--- src/rtl/retire_stage.sv ---
// In-order retire stage: commits up to three ROB entries per cycle, maintains the
// architectural map, returns superseded tags, and raises mispredict recovery / halt.
package retire_pkg;
  localparam int WAYS      = 3;
  localparam int ARCH_REGS = 32;
  localparam int ARW       = 5;
  localparam int PRW       = 6;
  localparam int XLEN      = 32;

  typedef struct packed {
    logic             valid;
    logic             completed;
    logic [ARW-1:0]   arch_reg;
    logic [PRW-1:0]   Tnew;
    logic [PRW-1:0]   Told;
    logic             is_store;
    logic             halt;
    logic             precise_state_need;
    logic [XLEN-1:0]  target_pc;
  } rob_entry_t;
endpackage

module retire_stage
  import retire_pkg::*;
(
  input  logic                                 clock_i,
  input  logic                                 reset_i,
  input  rob_entry_t [WAYS-1:0]                retire_entry_i,
  output logic [WAYS-1:0]                      fl_return_valid_o,
  output logic [WAYS-1:0][PRW-1:0]             fl_return_preg_o,
  output logic [WAYS-1:0]                      sq_retire_o,
  output logic                                 BPRecoverEN_o,
  output logic [XLEN-1:0]                      recover_pc_o,
  output logic [ARCH_REGS-1:0][PRW-1:0]        arch_map_o,
  output logic [ARCH_REGS-1:0][PRW-1:0]        recover_map_o,
  output logic                                 halt_o,
  output logic [63:0]                          retired_cnt_o
);

  typedef enum logic [1:0] {
    S_RUN    = 2'd0,
    S_SQUASH = 2'd1,
    S_HALTED = 2'd2
  } state_e;

  state_e                         state_q, state_d;
  logic [ARCH_REGS-1:0][PRW-1:0]  map_q, map_d;
  logic [63:0]                    cnt_q, cnt_d;
  logic [1:0]                     n_live;
  logic                           older_ok;
  logic                           halt_hit;
  logic                           recover;

  always_ff @(posedge clock_i or posedge reset_i) begin
    if (reset_i) begin
      state_q <= S_RUN;
      cnt_q   <= '0;
      for (int i = 0; i < ARCH_REGS; i++) map_q[i] <= PRW'(i);
    end else begin
      state_q <= state_d;
      cnt_q   <= cnt_d;
      map_q   <= map_d;
    end
  end

  // Walk slots oldest (2) to youngest (0) so a younger write to the same
  // arch_reg overrides an older one; the chain breaks at the first gap,
  // halt or mispredict.
  always_comb begin
    fl_return_valid_o = '0;
    fl_return_preg_o  = '0;
    sq_retire_o       = '0;
    recover           = 1'b0;
    recover_pc_o      = '0;
    halt_hit          = 1'b0;
    n_live            = '0;
    map_d             = map_q;
    older_ok          = (state_q == S_RUN) && !reset_i;
    for (int k = WAYS - 1; k >= 0; k--) begin
      if (older_ok && retire_entry_i[k].valid && retire_entry_i[k].completed) begin
        n_live         = n_live + 2'd1;
        sq_retire_o[k] = retire_entry_i[k].is_store;
        if (retire_entry_i[k].arch_reg != '0) begin
          fl_return_valid_o[k]                = 1'b1;
          fl_return_preg_o[k]                 = retire_entry_i[k].Told;
          map_d[retire_entry_i[k].arch_reg]   = retire_entry_i[k].Tnew;
        end
        if (retire_entry_i[k].halt) begin
          halt_hit = 1'b1;
          older_ok = 1'b0;
        end else if (retire_entry_i[k].precise_state_need) begin
          recover      = 1'b1;
          recover_pc_o = retire_entry_i[k].target_pc;
          older_ok     = 1'b0;
        end
      end else begin
        older_ok = 1'b0;
      end
    end

    cnt_d = cnt_q + {62'd0, n_live};

    state_d = state_q;
    unique case (state_q)
      S_RUN:    if (halt_hit) state_d = S_HALTED;
                else if (recover) state_d = S_SQUASH;
      S_SQUASH: state_d = S_RUN;
      S_HALTED: state_d = S_HALTED;
      default:  state_d = S_RUN;
    endcase
  end

  assign BPRecoverEN_o = recover;
  assign recover_map_o = (reset_i || state_q == S_HALTED) ? '0 : map_d;
  assign arch_map_o    = map_q;
  assign retired_cnt_o = cnt_q;
  assign halt_o        = (state_q == S_HALTED);

endmodule

--- config.mk ---
export PLATFORM = sky130hd
export DESIGN_NAME = retire_stage
export DESIGN_NICKNAME = d
export VERILOG_FILES = /design/src/rtl/retire_stage.sv
export SDC_FILE = /design/constraint.sdc
export NUM_CORES = 1
export LEC_CHECK = 0
export ABC_AREA = 1
export CAP_MARGIN = 25
export CORE_MARGIN = 3
export CORE_UTILIZATION = 30
export DETAILED_ROUTE_END_ITERATION = 8
export HOLD_SLACK_MARGIN = 0.06
export PLACE_DENSITY_LB_ADDON = 0.2
export SYNTH_ARGS = -nofsm -noshare
export SYNTH_HDL_FRONTEND = slang
export SYNTH_SLANG_ARGS = --single-unit
--- constraint.sdc ---
create_clock -name clock_i -period 25.8 [get_ports clock_i]
set_clock_uncertainty 0.1 [all_clocks]
set_input_delay 6.45 -clock clock_i [delete_from_list [all_inputs] [get_ports clock_i]]
set_output_delay 6.45 -clock clock_i [all_outputs]
set_load 0.01 [all_outputs]
Word level (Yosys, flattened, before mapping)
Index checks and enable logic that the tools add are counted.

Eq/ne operators: 2. $mul: 0. Reductions and logical operators: 16. Bitwise logic cells: 0. Multiplexer cells: 67. Divide/modulo/power cells: 0. Shift operators: 0. $lt $le $gt $ge: 6. $add $sub $neg: 3.

Operators by type and width (count): 2-to-1 mux 192 bit (7); bitwise mux 192 bit (3); 2-to-1 mux 32 bit (9); demux 6 bit (select 5 bit) (3); adder 64 x 2 -> 64 bit (1); 2-to-1 mux 6 bit (9); 2-to-1 mux 1 bit (31); < comparator 5 x 6 -> 1 bit (second input constant) (3); greater-or-equal comparator 5 x 1 -> 1 bit (second input constant) (3); nonzero test 5 bit (3); logical AND 1 bit (10); 2-to-1 mux 2 bit (4); adder 2 x 1 -> 2 bit (second input constant) (2); one-hot mux 2 bit (2 select lines) (1); inequality test 3 bit (second input constant) (1); == test 2 bit (second input constant) (1); logical NOT 2 bit (1); logical NOT 1 bit (1); logical OR 1 bit (1).

Memory bits (writable): 0. Bits in latches: 0. ROM bits: 0. Logic and storage cells: 128. Input port bits: 164. Flip-flop bits (word level): 258. Memories kept: 0.

Logic depth before layout (Yosys ltp)
Depth after elaboration: 14. Depth in mapped cells: 18.

Least setup slack after synthesis
No wires, ideal clock.

Path kind: input port to output port. Start point: in reset_i. End point: out recover_map_o[10] in the netlist's numbering. Data arrival time: 13.863 ns. Path slack: 5.387 ns. Data required time: 19.250 ns. Path buffers: 1. Cell stages on the path: 10. Cells stage by stage: inv_1 nand3_1 nor2_4 nand2_2 nor2_4 buf_4 nand2_1 nand2_1 nand3_1 a21oi_1.

RTL lines: start: declaration (RTL line 27) `input logic reset_i,`; end: declaration (RTL line 35) `output logic [ARCH_REGS-1:0][PRW-1:0] recover_map_o,`.

==> impl_table.tex <==
\begin{tabular}{lr}
\hline
Metric & Value \\
\hline
\multicolumn{2}{l}{\textbf{Synthesis}} \\
Leading area contributor after synthesis & dfrtp\_1 \\
Most frequent cell after synthesis & nand2\_1 \\
Proportion of synthesized flip-flops having asynchronous set or reset & 100\% \\
Post-Synth Adder-Cell Area & 0.352\% \\
Fraction of synthesized area in multiplexers & 0\% \\
Synthesized netlist cell count & 3160 \\
Mapped Nets & 3329 \\
Distinct cells, synth & 37 \\
Number of enable-type register cells in the synthesized netlist & 0 \\
Most used standard cells in the synthesized netlist & 967 x nand2\_1, 795 x nand3\_1, 231 x inv\_1 \\
Top flip-flop cell by instance count after synthesis & dfrtp\_1 \\
Number of warnings issued by yosys & 0 \\
Fraction of synthesized cell area in xor and xnor cells & 2.38\% \\
Flip-flop and latch count after synthesis & 258 \\
Part of the Yosys area used for sequential elements & 33.0\% \\
Mean instance size in the synthesized netlist & 6.29 sq um \\
Fraction of the mapped netlist area in compound gates & 6.01\% \\
Main combinational cell family by area after synthesis & simple AND/OR/NAND/NOR gates \\
Cell area after synthesis & 0.0199 sq mm \\
Post-synth top area share & 22.4\% \\
Largest cells by area after synthesis & dfrtp\_1 22\%, nand3\_1 20\%, nand2\_1 18\% \\
Simple-gate portion of the synthesized area & 49.0\% \\
\multicolumn{2}{l}{\textbf{Clock network}} \\
Number of clock buffers inserted by TritonCTS & 35 \\
TritonCTS Sinks & 258 \\
Clock-pin slew reported for the worst setup and hold paths after clock tree synthesis & 0.06 ns \\
CTS tree & done \\
Hold buffers post-CTS & 0 \\
Worst-Skew Late Latency & 0.55 ns \\
Post-CTS Setup Repair Bufs & 0 \\
CTS root buffer & clkbuf\_16 \\
Largest buffer count on any clock path & 3 \\
H-tree depth & 2 \\
Number of instances resized during post-cts repair & 0 \\
\multicolumn{2}{l}{\textbf{Timing}} \\
Summed negative setup slack over all endpoints & 0 ns \\
Tightest slew margin relative to the limit & 28.1\% \\
RSZ-0062 raised after global routing & no \\
Pin slew with the least headroom to its limit & 1.08 ns \\
Max Freq & 56.0 MHz \\
Share of the clock period used by the worst path & 69.2\% \\
Time the worst path needs with I/O delays and setup & 17.87 ns \\
Final Hold Violating Endpoints & 0 \\
Number of setup violations in the final report & 0 \\
Number of max-slew violations in the final report & 0 \\
\multicolumn{2}{l}{\textbf{Critical path}} \\
Start of the worst register-to-register path & state\_q[0] \\
R2R depth & 15 \\
Data arrival time at the worst-slack endpoint & 11.32 ns \\
Critical Path RT & 19.25 ns \\
Critical path's slowest cell & buf\_4 \\
Library cell appearing most often on the critical path & buf\_4 \\
Type of element launching the critical path & primary input \\
CP Class & primary input to output pin \\
FF-to-FF setup slack & 21.14 ns \\
Destination of the worst register-to-register timing path & retired\_cnt\_o[38] \\
CP peak stage delay & 0.88 ns \\
Critical Path End Type & output pin \\
Crit-path max FO & 83 \\
Crit path cell chain & clkdlybuf4s50\_1 > nor2\_2 > buf\_4 > nand3\_2 > buf\_4 > inv\_1 > nor2\_4 > buf\_4 > nand2\_1 > nand3\_1 > nand2\_1 > a21oi\_1 > clkdlybuf4s50\_1 \\
\multicolumn{2}{l}{\textbf{Routing}} \\
Post-detailed-route via-to-cell ratio & 5.52 \\
Post-route DRC violation count & 0 \\
Routed wire length & 113 mm \\
Final routed wire length divided by cell count & 24.6 um \\
Total vias in the final route & 25400 \\
Number of design-rule violations left by the first detailed-router iteration & 2753 \\
Total iterations of the first detailed-routing run & 6 \\
Final ANT Viol Nets & 0 \\
\multicolumn{2}{l}{\textbf{Global routing}} \\
Overall global routing resource usage & 31.0\% \\
Vias in the first global route & 23500 \\
Global-route wire length before repair & 163 mm \\
Largest net degree at the start of global routing & 141 \\
Grt total ovfl & 0 \\
Number of antenna violations at the first check in global routing & 9 \\
\multicolumn{2}{l}{\textbf{Die}} \\
Placeable core area & 0.0650 sq mm \\
Die Footprint & 0.0694 sq mm \\
Initial standard-cell utilization of the core & 30.6\% \\
Chip Width & 264 um \\
Num ports & 670 \\
Number of placement rows & 93 \\
Die height & 264 um \\
\multicolumn{2}{l}{\textbf{Hold path}} \\
Path type of the worst min-delay path & register to register \\
Beginning of the worst hold path & arch\_map\_o[5] \\
Hold path depth & 0 \\
End point of the worst hold path & arch\_map\_o[5] \\
\multicolumn{2}{l}{\textbf{Job}} \\
Maxcap violations & 0 \\
\multicolumn{2}{l}{\textbf{Pwr}} \\
Power per cell area & 37.3 mW/mm\^{}2 \\
Switching Share & 30.2\% \\
Cell internal power dissipation & 0.000739 W \\
Total leakage power & 12.7 nW \\
Maximum vdd drop & 0.0000497 V \\
Gate power share & 14.4\% \\
Clock network fraction of total power & 46.2\% \\
Sequential cell fraction of total power & 39.4\% \\
NetSw & 0.000320 W \\
\multicolumn{2}{l}{\textbf{Cells and area}} \\
Seq. cell area & 0.00656 sq mm \\
Area of the multi-input gates & 0.0116 sq mm \\
Post-layout utilization of the core & 43.6\% \\
Share of post-route cells with drive strength above 1 & 6.69\% \\
Final standard cell count with taps included and fillers excluded & 4598 \\
Net count reported at finish & 3882 \\
Area growth syn-to-layout & 42.6\% \\
Final-layout fill cell count & 6788 \\
\multicolumn{2}{l}{\textbf{Place}} \\
Detailed placer's ending HPWL & 79.0 mm \\
Routability Congestion & 0.973 \\
Count of input and output buffers & 669 \\
Placed instance count & 4528 \\
\multicolumn{2}{l}{\textbf{Outcome}} \\
Outcome & finished, final reports clean \\
\hline
\end{tabular}
-- flip-flops by register name (all words and copies together), names as in the netlist --
name / flops
retired_cnt_o: 64
arch_map_o: 192
state_q: 2
-- per-stage QoR --
stage / area, sq um / hold WS (ns) / setup slack [ns] / total power (W)
floorplan: 19900 / 0.412 / 5.39 / 0.000484
detailed placement: 27200 / 0.290 / 8.07 / 0.000573
CTS: 28300 / 0.302 / 8.08 / 0.00106
finish: 28400 / 0.300 / 7.93 / 0.00106
global route: 28400 / 0.308 / 7.61 / 0.00109
global placement: 27100 / 0.289 / 8.10 / 0.000571
-- logic make-up (layout without fill, tap and decap cells) --
| family | count (synthesis) | count (layout) |
|---|---|---|
| xor gates and xnor gates | 54 | 54 |
| other | 0 | 5 |
| DFF | 258 | 258 |
| and+or+nand+nor | 2158 | 2158 |
| buffers and inverters | 448 | 1026 |
| adders and majority gates | 5 | 5 |
| AOI/OAI and AO/OA | 237 | 237 |
-- layer usage --
layer	wire length (um)	global-route usage, %	up-vias
met5	33	0	-
met4	4870	12.1	4
met3	10200	5.77	268
met2	50100	47.0	1464
met1	48100	43.4	12000
li1	-	-	11700
-- area by class of cell --
| class | count | area share, % |
|---|---|---|
| Multi-Input combinational cell | 2454 | 40.7 |
| Timing Repair Buffer | 726 | 25.3 |
| Sequential cell | 258 | 23.1 |
| Antenna cell | 5 | 0.0441 |
| Clock inverter | 11 | 0.437 |
| Clock buffer | 51 | 3.48 |
| Inverter | 238 | 3.18 |
| Tap cell | 855 | 3.77 |
-- placed cells by master, fill, tap and decap left out, types with 11 or more instances in the layout --
master	instances
a21oi_1	189
buf_2	12
buf_4	49
clkbuf_1	11
clkbuf_16	36
clkdlybuf4s50_1	657
dfrtp_1	178
dfstp_2	80
inv_1	230
nand2_1	967
nand3_1	793
nand4_1	144
nor2_1	168
nor2_2	14
nor3_1	39
o21ai_0	42
xnor2_1	15
xor2_1	39
-- worst max path at each step --
stage | from | endpoint | cells after the start
2_1_floorplan | reset_i | recover_map_o[10] | 10
3_3_place_gp | retire_entry_i[140] | recover_map_o[121] | 12
3_5_place_dp | retire_entry_i[101] | recover_map_o[120] | 13
4_1_cts | retire_entry_i[140] | recover_map_o[120] | 12
5_1_grt | retire_entry_i[140] | recover_map_o[121] | 12
6_report | retire_entry_i[102] | recover_map_o[120] | 13
-- power groups by stage --
stage          registers [W]  clock network [W]  logic (W)
2_1_floorplan       0.000425                  0  0.0000588
3_3_place_gp        0.000424                  0   0.000147
3_5_place_dp        0.000424                  0   0.000149
4_1_cts             0.000417           0.000495   0.000149
5_1_grt             0.000418           0.000510   0.000160
6_report            0.000417           0.000489   0.000152
-- worst max-delay path, delay by kind of cell --
kind	cells	cell delay, ns
and+or+nand+nor	6	1.71
AOI/OAI and AO/OA	1	0.20
buffers and inverters	6	2.90
No activity file was read; power rests on OpenSTA's default activity.
